### config.mk
export PLATFORM = sky130hd
export DESIGN_NAME = instr_fetch_unit
export DESIGN_NICKNAME = d
export VERILOG_FILES = /design/src/rtl/instr_fetch_unit.sv
export SDC_FILE = /design/constraint.sdc
export NUM_CORES = 1
export LEC_CHECK = 0
export ABC_AREA = 1
export CAP_MARGIN = 20
export CORE_ASPECT_RATIO = 0.75
export CORE_MARGIN = 1
export CORE_UTILIZATION = 38
export DETAILED_ROUTE_END_ITERATION = 8
export PLACE_DENSITY = 0.83
export SYNTH_ARGS = -nofsm -noshare
export SYNTH_HDL_FRONTEND = slang
export SYNTH_SLANG_ARGS = --single-unit
### constraint.sdc
create_clock -name CLK -period 1.4 [get_ports CLK]
set_input_delay 0.14 -clock CLK [delete_from_list [all_inputs] [get_ports CLK]]
set_output_delay 0.14 -clock CLK [all_outputs]
set_load 0.01 [all_outputs]
### src/rtl/instr_fetch_unit.sv
// instr_fetch_unit
//   Instruction fetch sequencer: IDLE -> FETCH (hold a read request at the
//   current PC until memory answers) -> WRITE (one-cycle IR write pulse).
//   The fetched word is captured in a register and the PC advances by PC_INC.
//
// Parameters
//   PC_RESET        PC value loaded on reset
//   PC_INC          PC increment per fetched instruction
//   TIMEOUT_CYCLES  FETCH cycles allowed before a fault (timeout build only)
//
// Ports
//   CLK, RST_N            clock, asynchronous active-low reset
//   input_FU_start        request to fetch the next instruction (IDLE only)
//   input_FU_pc_load      load PC from input_FU_pc_target (IDLE / WRITE)
//   input_FU_pc_target    branch / jump target
//   input_FU_mem_data     instruction memory read data
//   input_FU_mem_ready    read data valid (sampled in FETCH only)
//   Output_FU_mem_req     read request, high in FETCH
//   Output_FU_mem_addr    read address (current PC)
//   Output_FU_Instru      last successfully fetched instruction
//   Output_FU_IR_write    one-cycle instruction register write enable
//   Output_FU_PC          current PC
//   Output_FU_busy        high in FETCH or WRITE
//   Output_FU_fault       fetch timeout flag
//
// Build option
//   FETCH_TIMEOUT_EN  when defined, a FETCH that sees no ready for
//                     TIMEOUT_CYCLES cycles aborts to IDLE and sets the fault
//                     flag; otherwise FETCH waits forever and fault is 0.

module instr_fetch_unit #(
  parameter logic [15:0] PC_RESET       = 16'h0000,
  parameter logic [15:0] PC_INC         = 16'd2,
  parameter int unsigned TIMEOUT_CYCLES = 15
) (
  input  logic        CLK,
  input  logic        RST_N,
  input  logic        input_FU_start,
  input  logic        input_FU_pc_load,
  input  logic [15:0] input_FU_pc_target,
  input  logic [15:0] input_FU_mem_data,
  input  logic        input_FU_mem_ready,
  output logic        Output_FU_mem_req,
  output logic [15:0] Output_FU_mem_addr,
  output logic [15:0] Output_FU_Instru,
  output logic        Output_FU_IR_write,
  output logic [15:0] Output_FU_PC,
  output logic        Output_FU_busy,
  output logic        Output_FU_fault
);

  typedef enum logic [1:0] {
    S_IDLE  = 2'd0,
    S_FETCH = 2'd1,
    S_WRITE = 2'd2
  } state_t;

  state_t      state_q, state_d;
  logic [15:0] pc_q, pc_d;
  logic [15:0] instr_q, instr_d;

`ifdef FETCH_TIMEOUT_EN
  // Counter holds the number of FETCH cycles already spent without ready,
  // so it only needs to reach TIMEOUT_CYCLES-1.
  localparam int unsigned CNT_W = (TIMEOUT_CYCLES > 1) ? $clog2(TIMEOUT_CYCLES) : 1;
  localparam logic [CNT_W-1:0] CNT_LAST = CNT_W'(TIMEOUT_CYCLES - 1);

  logic [CNT_W-1:0] cnt_q, cnt_d;
  logic             fault_q, fault_d;
`else
  // Timeout parameter is meaningless without the timer; tie it off here.
  logic unused_timeout_cfg;
  assign unused_timeout_cfg = (TIMEOUT_CYCLES != 0);
`endif

  always_comb begin
    state_d = state_q;
    pc_d    = pc_q;
    instr_d = instr_q;
`ifdef FETCH_TIMEOUT_EN
    cnt_d   = cnt_q;
    fault_d = fault_q;
`endif
    unique case (state_q)
      S_IDLE: begin
        // Load and start on the same edge: the fetch uses the new target.
        if (input_FU_pc_load) pc_d = input_FU_pc_target;
        if (input_FU_start) begin
          state_d = S_FETCH;
`ifdef FETCH_TIMEOUT_EN
          cnt_d   = '0;
          fault_d = 1'b0;
`endif
        end
      end
      S_FETCH: begin
        if (input_FU_mem_ready) begin
          instr_d = input_FU_mem_data;
          pc_d    = pc_q + PC_INC;
          state_d = S_WRITE;
        end
`ifdef FETCH_TIMEOUT_EN
        else if (cnt_q == CNT_LAST) begin
          state_d = S_IDLE;
          fault_d = 1'b1;
        end else begin
          cnt_d = cnt_q + 1'b1;
        end
`endif
      end
      S_WRITE: begin
        // A jump taken here replaces the increment applied on the fetch edge.
        if (input_FU_pc_load) pc_d = input_FU_pc_target;
        state_d = S_IDLE;
      end
      default: state_d = S_IDLE;
    endcase
  end

  always_ff @(posedge CLK or negedge RST_N) begin
    if (!RST_N) begin
      state_q <= S_IDLE;
      pc_q    <= PC_RESET;
      instr_q <= '0;
`ifdef FETCH_TIMEOUT_EN
      cnt_q   <= '0;
      fault_q <= 1'b0;
`endif
    end else begin
      state_q <= state_d;
      pc_q    <= pc_d;
      instr_q <= instr_d;
`ifdef FETCH_TIMEOUT_EN
      cnt_q   <= cnt_d;
      fault_q <= fault_d;
`endif
    end
  end

  // Outputs decode the registered state only, so reset clears them at once.
  assign Output_FU_mem_req  = (state_q == S_FETCH);
  assign Output_FU_IR_write = (state_q == S_WRITE);
  assign Output_FU_busy     = (state_q != S_IDLE);
  assign Output_FU_mem_addr = pc_q;
  assign Output_FU_PC       = pc_q;
  assign Output_FU_Instru   = instr_q;
`ifdef FETCH_TIMEOUT_EN
  assign Output_FU_fault    = fault_q;
`else
  assign Output_FU_fault    = 1'b0;
`endif

endmodule

---- Word level (Yosys, flattened, before mapping) ----
Cells that the tools add are included.
Widths: inputs -> output; s select.
word-level totals
  register bits after elaboration ......... 34
  bits of input ports ..................... 37
  output and inout bits ................... 52
  logic and storage cells ................. 22
operators by class
  add/subtract/negate cells ............... 1
  equality and inequality tests ........... 5
  muxes and demuxes ....................... 6
  reduce and logical (&&, ||, !) cells .... 7
operators by type and width
  operator               number
  $mux 16                2
  $pmux 16 s2            1
  $add 16x2->16 const B  1
  $mux 2                 2
  $ne 2x2->1 const B     2
  $pmux 2 s2             1
  $reduce_and 2->1       2
  $reduce_bool 2->1      2
  $reduce_and 3->1       1
  $eq 2x1->1 const B     1
  $eq 2x2->1 const B     1
  $logic_not 2->1        1
  $ne 2x1->1 const B     1
  $reduce_or 2->1        1

---- Depth between registers and ports, before layout ----
Gate-level depths: netlist of the first run.
  word-level depth ........................ 4
  depth in mapped cells ................... 10
  depth with buffers taken out ............ 8

---- Worst setup path after synthesis of the first run ----
No wires, ideal clock.
  path kind ............................... reg2reg
  start point ............................. register pc_q[2], in the netlist Output_FU_PC[2]
  end point ............................... register pc_q[11], in the netlist Output_FU_PC[11]
  arrival ................................. 1.265 ns
  required time ........................... 1.284 ns
  setup slack ............................. 0.018 ns
  cell stages (with the launch flop) ...... 9
  buffers on the path ..................... 0
  clock period less this slack ............ 1.382 ns
  cell sequence ........................... dfrtp_1 ha_1 nand2_1 nor2_1 nand2_1 o21bai_1 nand3_1 nand2_1 nand2_1
on the way
  longest elaborated chain between the ends .. 3
RTL lines
  element                 line  text
  from (decl)             59    logic [15:0] pc_q, pc_d;
  from (signal assigned)  131   pc_q <= pc_d;
  $add 16x2->16           99    pc_d = pc_q + PC_INC;
  $mux 16                 97    if (input_FU_mem_ready) begin
  $pmux 16 s2             84    unique case (state_q)
No other way between the ends. The select of a mux whose other input is x is not followed.
A chain may end at the register's enable or synchronous reset.

---- Worst setup path after layout of the first run ----
  start point ............................. register pc_q[3], in the netlist Output_FU_PC[3]
  end point ............................... output port Output_FU_mem_addr[3]
RTL lines
  element    line  text
  to (decl)  44    output logic [15:0] Output_FU_mem_addr,
No word-level cell between the ends.

==> key figures, run 1 <==
Setup path
  – Worst EP arrival: 1250 ps
  – Crit-path cells: clkdlybuf4s50_1
  – Largest delay share family, worst path: buffers and inverters
  – Crit path buf inv count: 1
  – Req. time, crit path: ~1300 ps
  – Kind of critical path: reg2out
  – Crit start category: flop
  – Largest stage delay, worst path: ~550 ps
  – Worst Path Max Fanout: 5
  – Critical Path End Type: output port
  – Critical-path top delay cell: clkdlybuf4s50_1

Drt
  – Final ANT Viol Nets: 0
  – Top sig layer: met4
  – Met3 wire len: around 400 µm
  – Vias per std cell: a little under 5
  – Via count: 2038
  – DRT Wirelength: between 5000 and 6000 µm
  – DRC violations left: 6
  – Wire per inst: 12.7 µm
  – Pre-antenna DRT Iters: 6
  – DR iter-0 viols: about 140
  – Met2 routed WL: 2600 µm
  – DRT met1 WL: 2340 µm

CTS
  – CTS tree: yes
  – Clock Latency Late Sink: 290 ps
  – CTS Buf Count: 5
  – Sink Count: 34
  – CTS H-tree lvls: 2
  – Max clock buf depth: 2
  – Root Buffer: clkbuf_8
  – CTS clk-pin slew, worst paths: ~70 ps

Global routing
  – Maximum number of pins on one net before global-route repair: 18
  – Global Route Usage Sum: 0.204
  – Initial antenna violation count: 0
  – First-pass GRT wire length: 8580 µm
  – GRT overflow: 0
  – Vias in the first global route: between 1500 and 2000

Synthesis
  – Synth Instances: about 260
  – Synthesized area: 1930 µm²
  – Sequential element share of the synthesized area: 0.442
  – Seq cells post-synth: 34
  – Post-Syn Area per Cell: 7.38 µm²
  – Synth cell types: 26
  – Syn nets: 299
  – Synthesis Warnings: 0

Cells and area
  – Commonest non-fill, non-tap cell in the layout: nand2_1
  – Fin cells: 424
  – FF/Latch Area: 856 µm²
  – Layout area overhead: 61.0%
  – Layout cells sized above 1: 0.179
  – Finished Core Util: 0.637
  – Most frequent cells in the layout: nand2_1 (96), clkdlybuf4s50_1 (67), dfrtp_1 (30)
  – Layout Nets: 401
  – Fill count: 427
  – Area of the multi-input gates: 875 µm²
  – Number of diodes: 0

Die
  – Initial Util: 0.395
  – Core area: ~4900 µm²
  – Row cnt: 22
  – Die height: roughly 64 µm
  – Width of the die: around 84 µm
  – Ports: 89
  – Die area: about 5400 µm²

STA
  – Achievable clock frequency: between 0.7 and 0.8 GHz
  – Fin. max-slew vios: 0
  – Final Skew: around 5.7 ps
  – Fin Hold WS: 263 ps
  – Crit path time final: approximately 1400 ps
  – Count of final hold-check violations: 0
  – Fin crit share: 0.991
  – Unrepaired setup endpoints after global routing: yes
  – Final setup vio count: 0

Status
  – Failing checks: design-rule violations
  – Status: finished, violations left

Power
  – Power consumption: roughly 0.0066 W
  – PwrDens: roughly 2100 nW/µm²
  – VDD IR max: roughly 0.0013 V
  – LEAKAGE: about 1.5 nW

Min path
  – Worst hold path class: in2async

Placed design
  – I/O Buffers: 87
  – Post-DP HPWL: between 3000 and 4000 µm
  – Dpl cells: approximately 400
  – Placer Congestion: around 0.84

Flow run
  – Max-cap violations: 0
[final cells by class]
cell class,instances,share of cell area
inverter,19,0.0278
tap,60,0.0242
timing repair buffer,120,0.361
multi-input combinational,183,0.282
clock buffer,7,0.0278
sequential,34,0.276
clock inverter,1,0.00161
[path summary, 6_finish.rpt]
path | end | cells after the start | slack [ps] | start
max in group asynchronous | state_q[1] | 3 | 650 | RST_N
worst max-delay path | Output_FU_mem_addr[3] | 1 | 10 | Output_FU_PC[3]
worst min register to register | Output_FU_Instru[10] | 2 | 480 | Output_FU_Instru[10]
worst max register to register | Output_FU_PC[11] | 8 | 30 | Output_FU_PC[2]
min in group CLK | Output_FU_Instru[4] | 3 | 380 | input_FU_mem_data[4]
worst min-delay path | Output_FU_PC[5] | 2 | 260 | RST_N
[kinds of logic after synthesis]
kind of cell | Yosys count | synth area share
DFF | 34 | 0.442
adders and majority gates | 1 | 0.00649
AOI/OAI and AO/OA | 23 | 0.0708
and+or+nand+nor | 157 | 0.342
buffers and inverters | 44 | 0.131
muxes | 1 | 0.00584
other | 1 | 0.00195
[metrics by stage]
step / TNS (ps) / setup WS [ps] / instance area (µm²)
2_1_floorplan: 0 / 18.4 / 1930
3_3_place_gp: 0 / 46.9 / 2800
3_5_place_dp: -23.1 / -22.8 / 2800
4_1_cts: 0 / 3.55 / 2970
5_1_grt: -217 / -77.9 / 3100
6_report: 0 / 13.3 / 3100
[per-layer routing]
metal  track usage  vias up
met5             0        -
met4        0.0625        0
met3        0.0564        7
met2         0.339       74
met1         0.259      952
li1              -     1005
[state kept, by name, summed over array words and instances, names as in the netlist]
name / flops
Output_FU_Instru: 16
Output_FU_PC: 16
state_q: 2
[power breakdown]
group / internal, W / switching (W)
Combinational: 0.00209 / 0.00195
Clock: 0.000397 / 0.000356
Sequential: 0.00146 / 0.000354
[cells in the mapped netlist]
| library cell | n | area, µm² |
|---|---|---|
| a31oi_1 | 1 | 6.26 |
| mux2_2 | 1 | 11.3 |
| o21ai_0 | 9 | 45.0 |
| buf_4 | 19 | 143 |
| o21a_1 | 1 | 7.51 |
| nand4_1 | 7 | 43.8 |
| dfrtp_1 | 34 | 851 |
| nand3_1 | 15 | 75.1 |
| o22ai_1 | 2 | 12.5 |
| or2_2 | 1 | 6.26 |
| nor2_1 | 31 | 116 |
| inv_2 | 1 | 3.75 |
| clkbuf_1 | 2 | 7.51 |
| a22oi_1 | 1 | 7.51 |
| inv_4 | 2 | 12.5 |
| nor2_8 | 1 | 20.0 |
| o31ai_1 | 1 | 7.51 |
| o21bai_1 | 4 | 30.0 |
| a21oi_1 | 4 | 20.0 |
| buf_2 | 3 | 15.0 |
| nand2_1 | 100 | 375 |
| inv_1 | 16 | 60.1 |
| nand2_4 | 2 | 22.5 |
| conb_1 | 1 | 3.75 |
| ha_1 | 1 | 12.5 |
| buf_6 | 1 | 11.3 |
[repair_timing]
| action | CTS | global route |
|---|---|---|
| endpoints found under the setup margin | 34 | 12 |
| setup buffers | 11 | 6 |
| hold buffers | 1 | 0 |
| pin swaps | 0 | 3 |
| gates resized for setup | 22 | 22 |
| endpoints found under the hold margin | 9 | 0 |
Power figures use the tool's default switching activity.
==> run 2, diff against run 1 <==
Settings changed: SLEW_MARGIN from default to 20.
==> results of run 2 <==
Same layout as run 1: the final DEF is identical, and so are final timing and power.
